**src/rtl/invsqrt_prod_norm_pkg.sv**
```systemverilog
// Shared widths and types for the inverse-square-root product normaliser.
// The INVSQRT_NORM_RNE_EN macro is consumed by the rounder, not here.
package invsqrt_norm_pkg;

  localparam int PSIZE   = 88;
  localparam int MUL_LAT = 2;
  localparam int OUT_W   = 41;
  localparam int EXP_W   = 11;

  typedef struct packed {
    logic [OUT_W-1:0] man;
    logic [EXP_W-1:0] exp;
    logic             inexact;
    logic             err;
  } norm_res_t;

  typedef struct packed {
    logic             valid;
    logic [EXP_W-1:0] exp;
  } side_t;

endpackage

```
**src/rtl/invsqrt_prod_norm_if.sv**
```systemverilog
// Handshake and multiplier-side bus of the product normaliser.
// slave is the normaliser's view; master is the surrounding datapath.
interface invsqrt_prod_norm_if;
  import invsqrt_norm_pkg::*;

  logic             in_valid;
  logic             in_ready;
  logic [EXP_W-1:0] in_exp;
  logic             mul_ce;
  logic [PSIZE-1:0] mul_p;
  logic             out_valid;
  logic             out_ready;
  logic [OUT_W-1:0] out_man;
  logic [EXP_W-1:0] out_exp;
  logic             out_inexact;
  logic             out_err;

  modport master (
    output in_valid, in_exp, mul_p, out_ready,
    input  in_ready, mul_ce, out_valid, out_man, out_exp, out_inexact, out_err
  );

  modport slave (
    input  in_valid, in_exp, mul_p, out_ready,
    output in_ready, mul_ce, out_valid, out_man, out_exp, out_inexact, out_err
  );

endinterface

```
**src/rtl/invsqrt_prod_norm_round.sv**
```systemverilog
// Combinational mantissa rounder. INVSQRT_NORM_RNE_EN selects round-to-nearest-even;
// without it the kept bits pass through truncated and carry is never raised.
module invsqrt_rne_round
  import invsqrt_norm_pkg::*;
(
  input  logic [OUT_W-1:0] kept,
  input  logic             guard,
  input  logic             sticky,
  output logic [OUT_W-1:0] man,
  output logic             carry
);

`ifdef INVSQRT_NORM_RNE_EN
  logic             inc;
  logic [OUT_W:0]   sum;

  // All-ones mantissa rounding up renormalises to the leading one alone.
  always_comb begin
    inc   = guard & (sticky | kept[0]);
    sum   = {1'b0, kept} + {{OUT_W{1'b0}}, inc};
    carry = sum[OUT_W];
    man   = carry ? {1'b1, {(OUT_W-1){1'b0}}} : sum[OUT_W-1:0];
  end
`else
  logic unused_round;

  assign unused_round = guard | sticky;
  assign man          = kept;
  assign carry        = 1'b0;
`endif

endmodule

```
**src/rtl/invsqrt_prod_norm.sv**
```systemverilog
// Normalise/round stage behind the 47x41 mantissa multiplier; stalls the multiplier via mul_ce.
// Rounding mode follows INVSQRT_NORM_RNE_EN (see invsqrt_rne_round).
module invsqrt_prod_norm
  import invsqrt_norm_pkg::*;
(
  input logic                clk,
  input logic                rst,
  invsqrt_prod_norm_if.slave bus
);

  side_t            side [MUL_LAT];
  side_t            last;
  logic             adv;
  logic [OUT_W-1:0] kept;
  logic             guard;
  logic             sticky;
  logic [EXP_W-1:0] norm_exp;
  logic             unnorm;
  logic [OUT_W-1:0] rnd_man;
  logic             rnd_carry;
  norm_res_t        res;
  norm_res_t        out_q;
  logic             out_valid_q;

  assign adv          = ~out_valid_q | bus.out_ready;
  assign bus.mul_ce   = adv | rst;
  assign bus.in_ready = adv;
  assign last         = side[MUL_LAT-1];

  // Sidecar shifts in lockstep with the multiplier so exp/valid meet their product.
  always_ff @(posedge clk) begin
    if (rst) begin
      for (int i = 0; i < MUL_LAT; i++) side[i] <= '0;
    end else if (adv) begin
      side[0] <= '{valid: bus.in_valid, exp: bus.in_exp};
      for (int i = 1; i < MUL_LAT; i++) side[i] <= side[i-1];
    end
  end

  always_comb begin
    kept     = '0;
    guard    = 1'b0;
    sticky   = 1'b0;
    norm_exp = last.exp;
    unnorm   = 1'b0;
    if (bus.mul_p[PSIZE-1]) begin
      kept     = bus.mul_p[PSIZE-1 -: OUT_W];
      guard    = bus.mul_p[PSIZE-1-OUT_W];
      sticky   = |bus.mul_p[PSIZE-2-OUT_W:0];
      norm_exp = last.exp + EXP_W'(1);
    end else if (bus.mul_p[PSIZE-2]) begin
      kept     = bus.mul_p[PSIZE-2 -: OUT_W];
      guard    = bus.mul_p[PSIZE-2-OUT_W];
      sticky   = |bus.mul_p[PSIZE-3-OUT_W:0];
    end else begin
      unnorm   = 1'b1;
    end
  end

  invsqrt_rne_round u_round (
    .kept   (kept),
    .guard  (guard),
    .sticky (sticky),
    .man    (rnd_man),
    .carry  (rnd_carry)
  );

  // Exponent wraps modulo 2^EXP_W; range checking happens downstream.
  always_comb begin
    res.man     = unnorm ? '0 : rnd_man;
    res.exp     = norm_exp + {{(EXP_W-1){1'b0}}, rnd_carry};
    res.inexact = guard | sticky;
    res.err     = unnorm;
  end

  // Empty slots load zeros so stale multiplier contents never show on the outputs.
  always_ff @(posedge clk) begin
    if (rst) begin
      out_valid_q <= 1'b0;
      out_q       <= '0;
    end else if (adv) begin
      out_valid_q <= last.valid;
      out_q       <= last.valid ? res : '0;
    end
  end

  assign bus.out_valid   = out_valid_q;
  assign bus.out_man     = out_q.man;
  assign bus.out_exp     = out_q.exp;
  assign bus.out_inexact = out_q.inexact;
  assign bus.out_err     = out_q.err;

endmodule
```
**src/flat_wrapper.sv**
```systemverilog
// flat-port wrapper written by rule: the top's interface ports become plain ports
module invsqrt_prod_norm_flat import invsqrt_norm_pkg::*;
  (clk, rst, bus_in_valid, bus_in_exp, bus_mul_p, bus_out_ready, bus_in_ready, bus_mul_ce, bus_out_valid, bus_out_man, bus_out_exp, bus_out_inexact, bus_out_err);
  invsqrt_prod_norm_if bus_i ();
  input logic clk;
  input logic rst;
  input wire logic [$bits(bus_i.in_valid)-1:0] bus_in_valid;
  input wire logic [$bits(bus_i.in_exp)-1:0] bus_in_exp;
  input wire logic [$bits(bus_i.mul_p)-1:0] bus_mul_p;
  input wire logic [$bits(bus_i.out_ready)-1:0] bus_out_ready;
  output wire logic [$bits(bus_i.in_ready)-1:0] bus_in_ready;
  output wire logic [$bits(bus_i.mul_ce)-1:0] bus_mul_ce;
  output wire logic [$bits(bus_i.out_valid)-1:0] bus_out_valid;
  output wire logic [$bits(bus_i.out_man)-1:0] bus_out_man;
  output wire logic [$bits(bus_i.out_exp)-1:0] bus_out_exp;
  output wire logic [$bits(bus_i.out_inexact)-1:0] bus_out_inexact;
  output wire logic [$bits(bus_i.out_err)-1:0] bus_out_err;
  assign bus_i.in_valid = bus_in_valid;
  assign bus_i.in_exp = bus_in_exp;
  assign bus_i.mul_p = bus_mul_p;
  assign bus_i.out_ready = bus_out_ready;
  assign bus_in_ready = bus_i.in_ready;
  assign bus_mul_ce = bus_i.mul_ce;
  assign bus_out_valid = bus_i.out_valid;
  assign bus_out_man = bus_i.out_man;
  assign bus_out_exp = bus_i.out_exp;
  assign bus_out_inexact = bus_i.out_inexact;
  assign bus_out_err = bus_i.out_err;
  invsqrt_prod_norm u_core (.clk(clk), .rst(rst), .bus(bus_i));
endmodule
```
**config.mk**
```make
export PLATFORM = sky130hd
export DESIGN_NAME = invsqrt_prod_norm_flat
export DESIGN_NICKNAME = d
export VERILOG_FILES = /design/src/rtl/invsqrt_prod_norm_pkg.sv /design/src/rtl/invsqrt_prod_norm_if.sv /design/src/rtl/invsqrt_prod_norm_round.sv /design/src/rtl/invsqrt_prod_norm.sv /design/src/flat_wrapper.sv
export SDC_FILE = /design/constraint.sdc
export NUM_CORES = 1
export LEC_CHECK = 0
export ABC_AREA = 1
export BUFFER_PORTS_ARGS = -buffer_cell sky130_fd_sc_hd__buf_2
export CORE_MARGIN = 4
export CORE_UTILIZATION = 50
export CTS_CLUSTER_DIAMETER = 200
export DETAILED_ROUTE_END_ITERATION = 12
export GPL_ROUTABILITY_DRIVEN = 0
export PLACE_DENSITY = 0.88
export SLEW_MARGIN = 20
export SYNTH_ARGS = -nofsm -noshare
export SYNTH_HDL_FRONTEND = slang
export SYNTH_HIERARCHICAL = 1
export SYNTH_SLANG_ARGS = --single-unit
```
**constraint.sdc**
```tcl
create_clock -name clk -period 3.1 [get_ports clk]
set_input_delay 0.155 -clock clk [delete_from_list [all_inputs] [get_ports clk]]
set_output_delay 0.155 -clock clk [all_outputs]
set_load 0.05 [all_outputs]
```
==> results of run 1 <==
==> layout make-up <==
type	count	share of cell area (%)
sequential	79	36.2
multi-input combinational	288	33.0
timing repair buffer	166	16.9
inverter	92	6.89
clock buffer	10	2.74
tap	105	2.61
clock inverter	6	1.67
==> layer usage <==
layer,vias to the layer above,track usage (%),routed length (um)
li1,1946,-,-
met1,1770,23.0,4100
met2,144,33.5,4910
met3,23,4.73,742
met4,0,9.12,250
met5,-,0,0
==> power breakdown <==
part           internal (uW)  leakage, uW  switching, uW  total, uW
clock network            473     0.000116            361        834
logic                    117      0.00169            202        320
registers               1100     0.000726           20.8       1120
total                   1690      0.00254            584       2270
==> state kept, by name, summed over array words and instances (netlist names) <==
name                    cells
u_core/bus.out_err          1
u_core/bus.out_inexact      1
u_core/bus.out_valid        1
u_core/bus.out_man         41
u_core/side                24
u_core/bus.out_exp         11
==> path summary, 6_finish.rpt <==
| kind | start | to | slack, ns |
|---|---|---|---|
| setup / recovery | u_core/bus.out_valid | bus_mul_ce | 0.68 |
| hold / removal | bus_in_valid | u_core/side[0][11] | 0.11 |
| hold reg to reg | u_core/bus.out_exp[10] | u_core/bus.out_exp[10] | 0.45 |
| setup reg to reg | u_core/bus.out_valid | u_core/side[0][4] | 0.97 |
==> metrics by stage <==
| step | util (%) | std cells | setup slack [ns] | area, um2 | hold slack, ns |
|---|---|---|---|---|---|
| global route | 60.9 | 746 | 0.430 | 5030 | 0.101 |
| detailed placement | 58.2 | 730 | 0.949 | 4810 | 0.443 |
| CTS | 60.9 | 746 | 0.610 | 5030 | 0.0915 |
| finish | 60.9 | 746 | 0.679 | 5030 | 0.109 |
| global placement | 58.2 | 730 | 1.08 | 4810 | 0.435 |
| floorplan | - | 531 | 0.481 | 4260 | 0.345 |
==> worst reg2reg max path, delay by kind of cell, from the launching register on <==
family	cells	cell delay [ns]
DFF	1	0.34
and+or+nand+nor	2	0.76
buffers and inverters	4	0.79
==> results_dict.tcl, run 1 <==
set metrics [dict create \
    hold_viol_final 0 \
    cp_common_cell "inv_1" \
    p_per_area_nw_per_um2 452 \
    register_area_um2 1820 \
    routed_wirelength_mm 10.0 \
    cts_resized 0 \
    cts_setup_buffers 0 \
    final_net_count 742 \
    die_w_um 100 \
    die_area_um2 10100 \
    drive_gt1_share_pct 33.2 \
    insertedDiodeCount 0 \
    cp.depth 6 \
    io_buffers 159 \
    setup_viol 0 \
    grt_pass1_vias 3706 \
    dr.pass1.iters 4 \
    power.leakage_uw 0.00254 \
    dp_hpwl_mm 7.51 \
    detail-route-antenna-nets 0 \
    slew_headroom_pct 46.8 \
    crit_path_top_delay_cell "nor2_2" \
    cts_num_sinks 79 \
    r2r_cells 6 \
    syn2layout_area_growth_pct 18.0 \
    rows 33 \
    synth_cells 531 \
    antenna_found_initial 0 \
    path_class "flop to output port" \
    finalSetupTns_ns 0 \
    path_clk_slew_ns 0.08 \
    start_util_pct 51.6 \
    total_power_uw 2270 \
    slew_viol_final 0 \
    core-area_um2 8260 \
    cts_root_buf "clkbuf_8" \
    cts-buffers-inserted 9 \
    rsz0062_at_grt "no" \
    grt_pass1_wl_mm 16.0 \
    hold_depth 3 \
    clk_latency_ns 0.34 \
    critPathCaptureType "output port" \
    syn_avg_cell_area_um2 8.03 \
    skew_ns 0.00952 \
    maxCapViolCount 0 \
    final_cell_mix "buf_2 (159), inv_1 (88), nor2_1 (81), dfxtp_1 (55), nand2_1 (51)" \
    fmax_ghz 0.413 \
    fillCellCount 760 \
    layout.cells.most_common "buf_2" \
    cts_hold_repair.buffers 0 \
    irDropWorstVdd_mv 0.245 \
    path_max_fanout 19 \
    die_height_um 100 \
    fin_crit_sh_pct 78.1 \
    worst-path-buf-inv 4 \
    multi_input_area_um2 1660 \
    drc 0 \
    cp-start-kind "flop" \
    status "finished clean" \
    grt.total_usage_pct 19.6 \
    cp_data_arrival_time_ns 2.27 \
    vias 3883 \
    initialDrtViolationCount 199 \
    crit_required_ns 2.94 \
    ys_warn_count 6 \
    cts_buffer_depth 2 \
    wire_per_inst_um 13.4 \
    grt_max_degree 45 \
    ios 160 \
    tightestPinTransition_ns 0.794 \
    min_path_type "input pin to flop" \
    period_needed_ns 2.42 \
    path_cells "inv_1 > nor2_2 > inv_1 > nor2_1 > inv_1 > buf_2" \
    critPathTopFamily "buffers and inverters" \
    gr-total-overflow 0 \
    viasPerCell 5.21 \
    slowest_delay_ns 0.60 \
    synth_area_um2 4260 \
    cts_tree "built" \
    synth_fp_nets 637 \
    htree_num_levels 3 \
]
(Power assumes the default switching activity.)
==> run 2, diff against run 1 <==
- ABC_AREA: 1 -> 0
- CORE_UTILIZATION: 50 -> 49
- clock period: 3.1 -> 2.3 ns (I/O delays scaled with it)
==> run 2 against run 1 <==
Worst hold slack lost 0.064 ns. Largest power group unchanged. Final cell count fell by 19%. Total power is 33% higher. Clock power rose by 38%. Combinational power rose by 13%. Core utilization is 0.10 points higher. First-iteration DRC count decreased by 19%. Largest cell class unchanged. Clock-buffer cell count unchanged. Clock skew up 0.00086 ns. Die area shrank 4.4%.
==> results_dict.tcl, run 2 <==
set metrics [dict create \
    switching_share_pct 25.3 \
    cp-start-kind "flop" \
    syn_avg_cell_area_um2 10.2 \
    irDropWorstVdd_mv 0.301 \
    final_cell_area_um2 4760 \
    htree_num_levels 3 \
    cts-buffers-inserted 9 \
    fillCellCount 668 \
    fmax_ghz 0.493 \
    grt_max_degree 54 \
    largest_reg_flops 41 \
    drc 0 \
    synth_cells 389 \
    synth_top_area_share_pct 27.7 \
    fin_crit_sh_pct 88.1 \
    p_per_area_nw_per_um2 635 \
    grt_pass1_wl_mm 15.7 \
    synth_fp_nets 495 \
    synth_edf_count 24 \
    dp_hpwl_mm 7.13 \
    total_power_uw 3030 \
    antenna_found_initial 1 \
    slowest_delay_ns 0.44 \
    yosysMostFrequentCell "a22o_1" \
    maxCapViolCount 0 \
    routed_wirelength_mm 9.59 \
    synth_common_cells "a22o_1 (79), dfxtp_1 (55), buf_4 (43), and2_1 (25), nand2_1 (25)" \
    skew_ns 0.0104 \
    rows 32 \
    p_seq_share_pct 50.0 \
    detail-route-antenna-nets 0 \
    r2r_cells 7 \
    cts_hold_repair.buffers 1 \
    cp_data_arrival_time_ns 1.91 \
    grt.total_usage_pct 19.8 \
    path_class "flop to output port" \
    crit_path_top_delay_cell "clkinvlp_4" \
    die_w_um 98.1 \
    slew_viol_final 0 \
    crit_required_ns 2.18 \
    r2r_start "u_core/side[0][12]" \
    path_max_fanout 25 \
    layout.cells.most_common "buf_2" \
    tightestPinTransition_ns 0.566 \
    p_switching_uw 766 \
    cts_resized 0 \
    setup_viol 0 \
    synth_flop_cell "dfxtp_1" \
    rsz0062_at_grt "no" \
    finalSetupTns_ns 0 \
    yosysSeqAreaShare_pct 45.8 \
    worst-path-buf-inv 3 \
    gr-total-overflow 0 \
    status "finished clean" \
    path_clk_slew_ns 0.08 \
    syn2layout_area_growth_pct 19.7 \
    drive_gt1_share_pct 39.0 \
    rrSetupSlack_ns 0.46 \
    ys_warn_count 6 \
    cts_num_sinks 79 \
    final_cell_mix "buf_2 (159), a22o_1 (79), dfxtp_1 (54), nand2_1 (25), and2_1 (25)" \
    wire_per_inst_um 15.8 \
    p_int_uw 2260 \
    startpoint "u_core/bus.out_valid" \
    ys_types 48 \
    critPathTopFamily "buffers and inverters" \
    place_area_um2 4530 \
    io_buffers 159 \
    cts_tree "built" \
    core-area_um2 7810 \
    period_needed_ns 2.03 \
    slew_headroom_pct 62.2 \
    yosys.area.top_type "dfxtp_1" \
    cts_root_buf "clkbuf_8" \
    dr.pass1.iters 4 \
    cts_buffer_depth 2 \
    die_height_um 98.1 \
    cts_setup_buffers 0 \
    vias 3307 \
    path_cells "nor2b_2 > inv_2 > nor2_4 > clkinvlp_4 > buf_2" \
    crit_end "bus_mul_ce" \
    synthArstFlopShare_pct 0 \
    die_area_um2 9630 \
    viasPerCell 5.47 \
    power.leakage_uw 0.00213 \
    synth_area_um2 3980 \
    initialDrtViolationCount 161 \
    postLayoutCoreUtil_pct 61.0 \
    ios 160 \
    synthTopCellsByArea "dfxtp_1 (28%), edfxtp_1 (18%), a22o_1 (17%)" \
    grt_pass1_vias 3286 \
    final_net_count 603 \
    hold_viol_final 0 \
    critPathCaptureType "output port" \
    synth_seq_cells 79 \
    min_path_type "input pin to flop" \
    cp.depth 5 \
    start_util_pct 51.0 \
    reg2reg_to "u_core/bus.out_exp[10]" \
    pwr-share-comb_pct 12.0 \
    clkPwrFrac_pct 38.0 \
    clk_latency_ns 0.35 \
]
## run 2: worst min path at each step
stage | depth (start not counted) | slack (ns) | to | startpoint
CTS | 2 | 0.03 | u_core/side[0][4] | bus_in_exp[4]
global route | 2 | 0.04 | u_core/side[0][6] | bus_in_exp[6]
floorplan | 1 | 0.18 | u_core/bus.out_valid | rst
finish | 2 | 0.04 | u_core/side[0][4] | bus_in_exp[4]
global placement | 2 | 0.34 | u_core/bus.out_valid | rst
detailed placement | 2 | 0.36 | u_core/bus.out_err | rst
## run 2: layout make-up
type | instances | area [um2] | share of cell area [%]
flip-flops and latches | 79 | 1820 | 38.3
multi-input cells | 236 | 1720 | 36.1
repair buffers | 166 | 851 | 17.9
clock buffers | 10 | 128 | 2.68
well taps | 102 | 128 | 2.68
clock inverters | 6 | 92.6 | 1.94
inverters | 5 | 22.5 | 0.473
diodes | 1 | 2.50 | 0.0525
## run 2: kinds of logic after synthesis
logic type	synth area share [%]
DFF	45.8
buffers and inverters	11.4
adders and majority gates	0.943
other	0.0942
AOI/OAI and AO/OA	24.2
xor gates and xnor gates	3.08
and+or+nand+nor	14.4
## run 2: power groups by stage
| stage | Clock, uW | Sequential [uW] | Combinational [uW] |
|---|---|---|---|
| finish | 1150 | 1510 | 363 |
| global route | 1250 | 1520 | 395 |
| floorplan | 0 | 1580 | 245 |
| detailed placement | 0 | 1550 | 362 |
| global placement | 0 | 1540 | 351 |
| CTS | 1180 | 1510 | 363 |
## run 2: per-stage QoR
| stage | hold slack, ns | setup slack (ns) | instances |
|---|---|---|---|
| detailed placement | 0.365 | 0.472 | 587 |
| global placement | 0.345 | 0.557 | 587 |
| floorplan | 0.180 | 0.0417 | 389 |
| finish | 0.0450 | 0.274 | 605 |
| CTS | 0.0296 | 0.257 | 604 |
| global route | 0.0400 | 0.159 | 605 |
## run 2: worst reg2reg max path, cell delays in order, from the launching register on
cell and delay (ns):
edfxtp_1 0.46, ha_1 0.28, nand3_1 0.23, nor3_1 0.28
and2_1 0.17, xor2_1 0.17, xnor2_1 0.10, o21ai_1 0.10
## run 2: metal layers
metal  vias to the layer above  global-route usage [%]  share of wire [%]
met5                         -                       0                  0
met4                         0                    9.27                2.3
met3                        18                    3.50                6.9
met2                       137                    34.1                 50
met1                      1530                    23.9                 41
li1                       1622                       -                  -
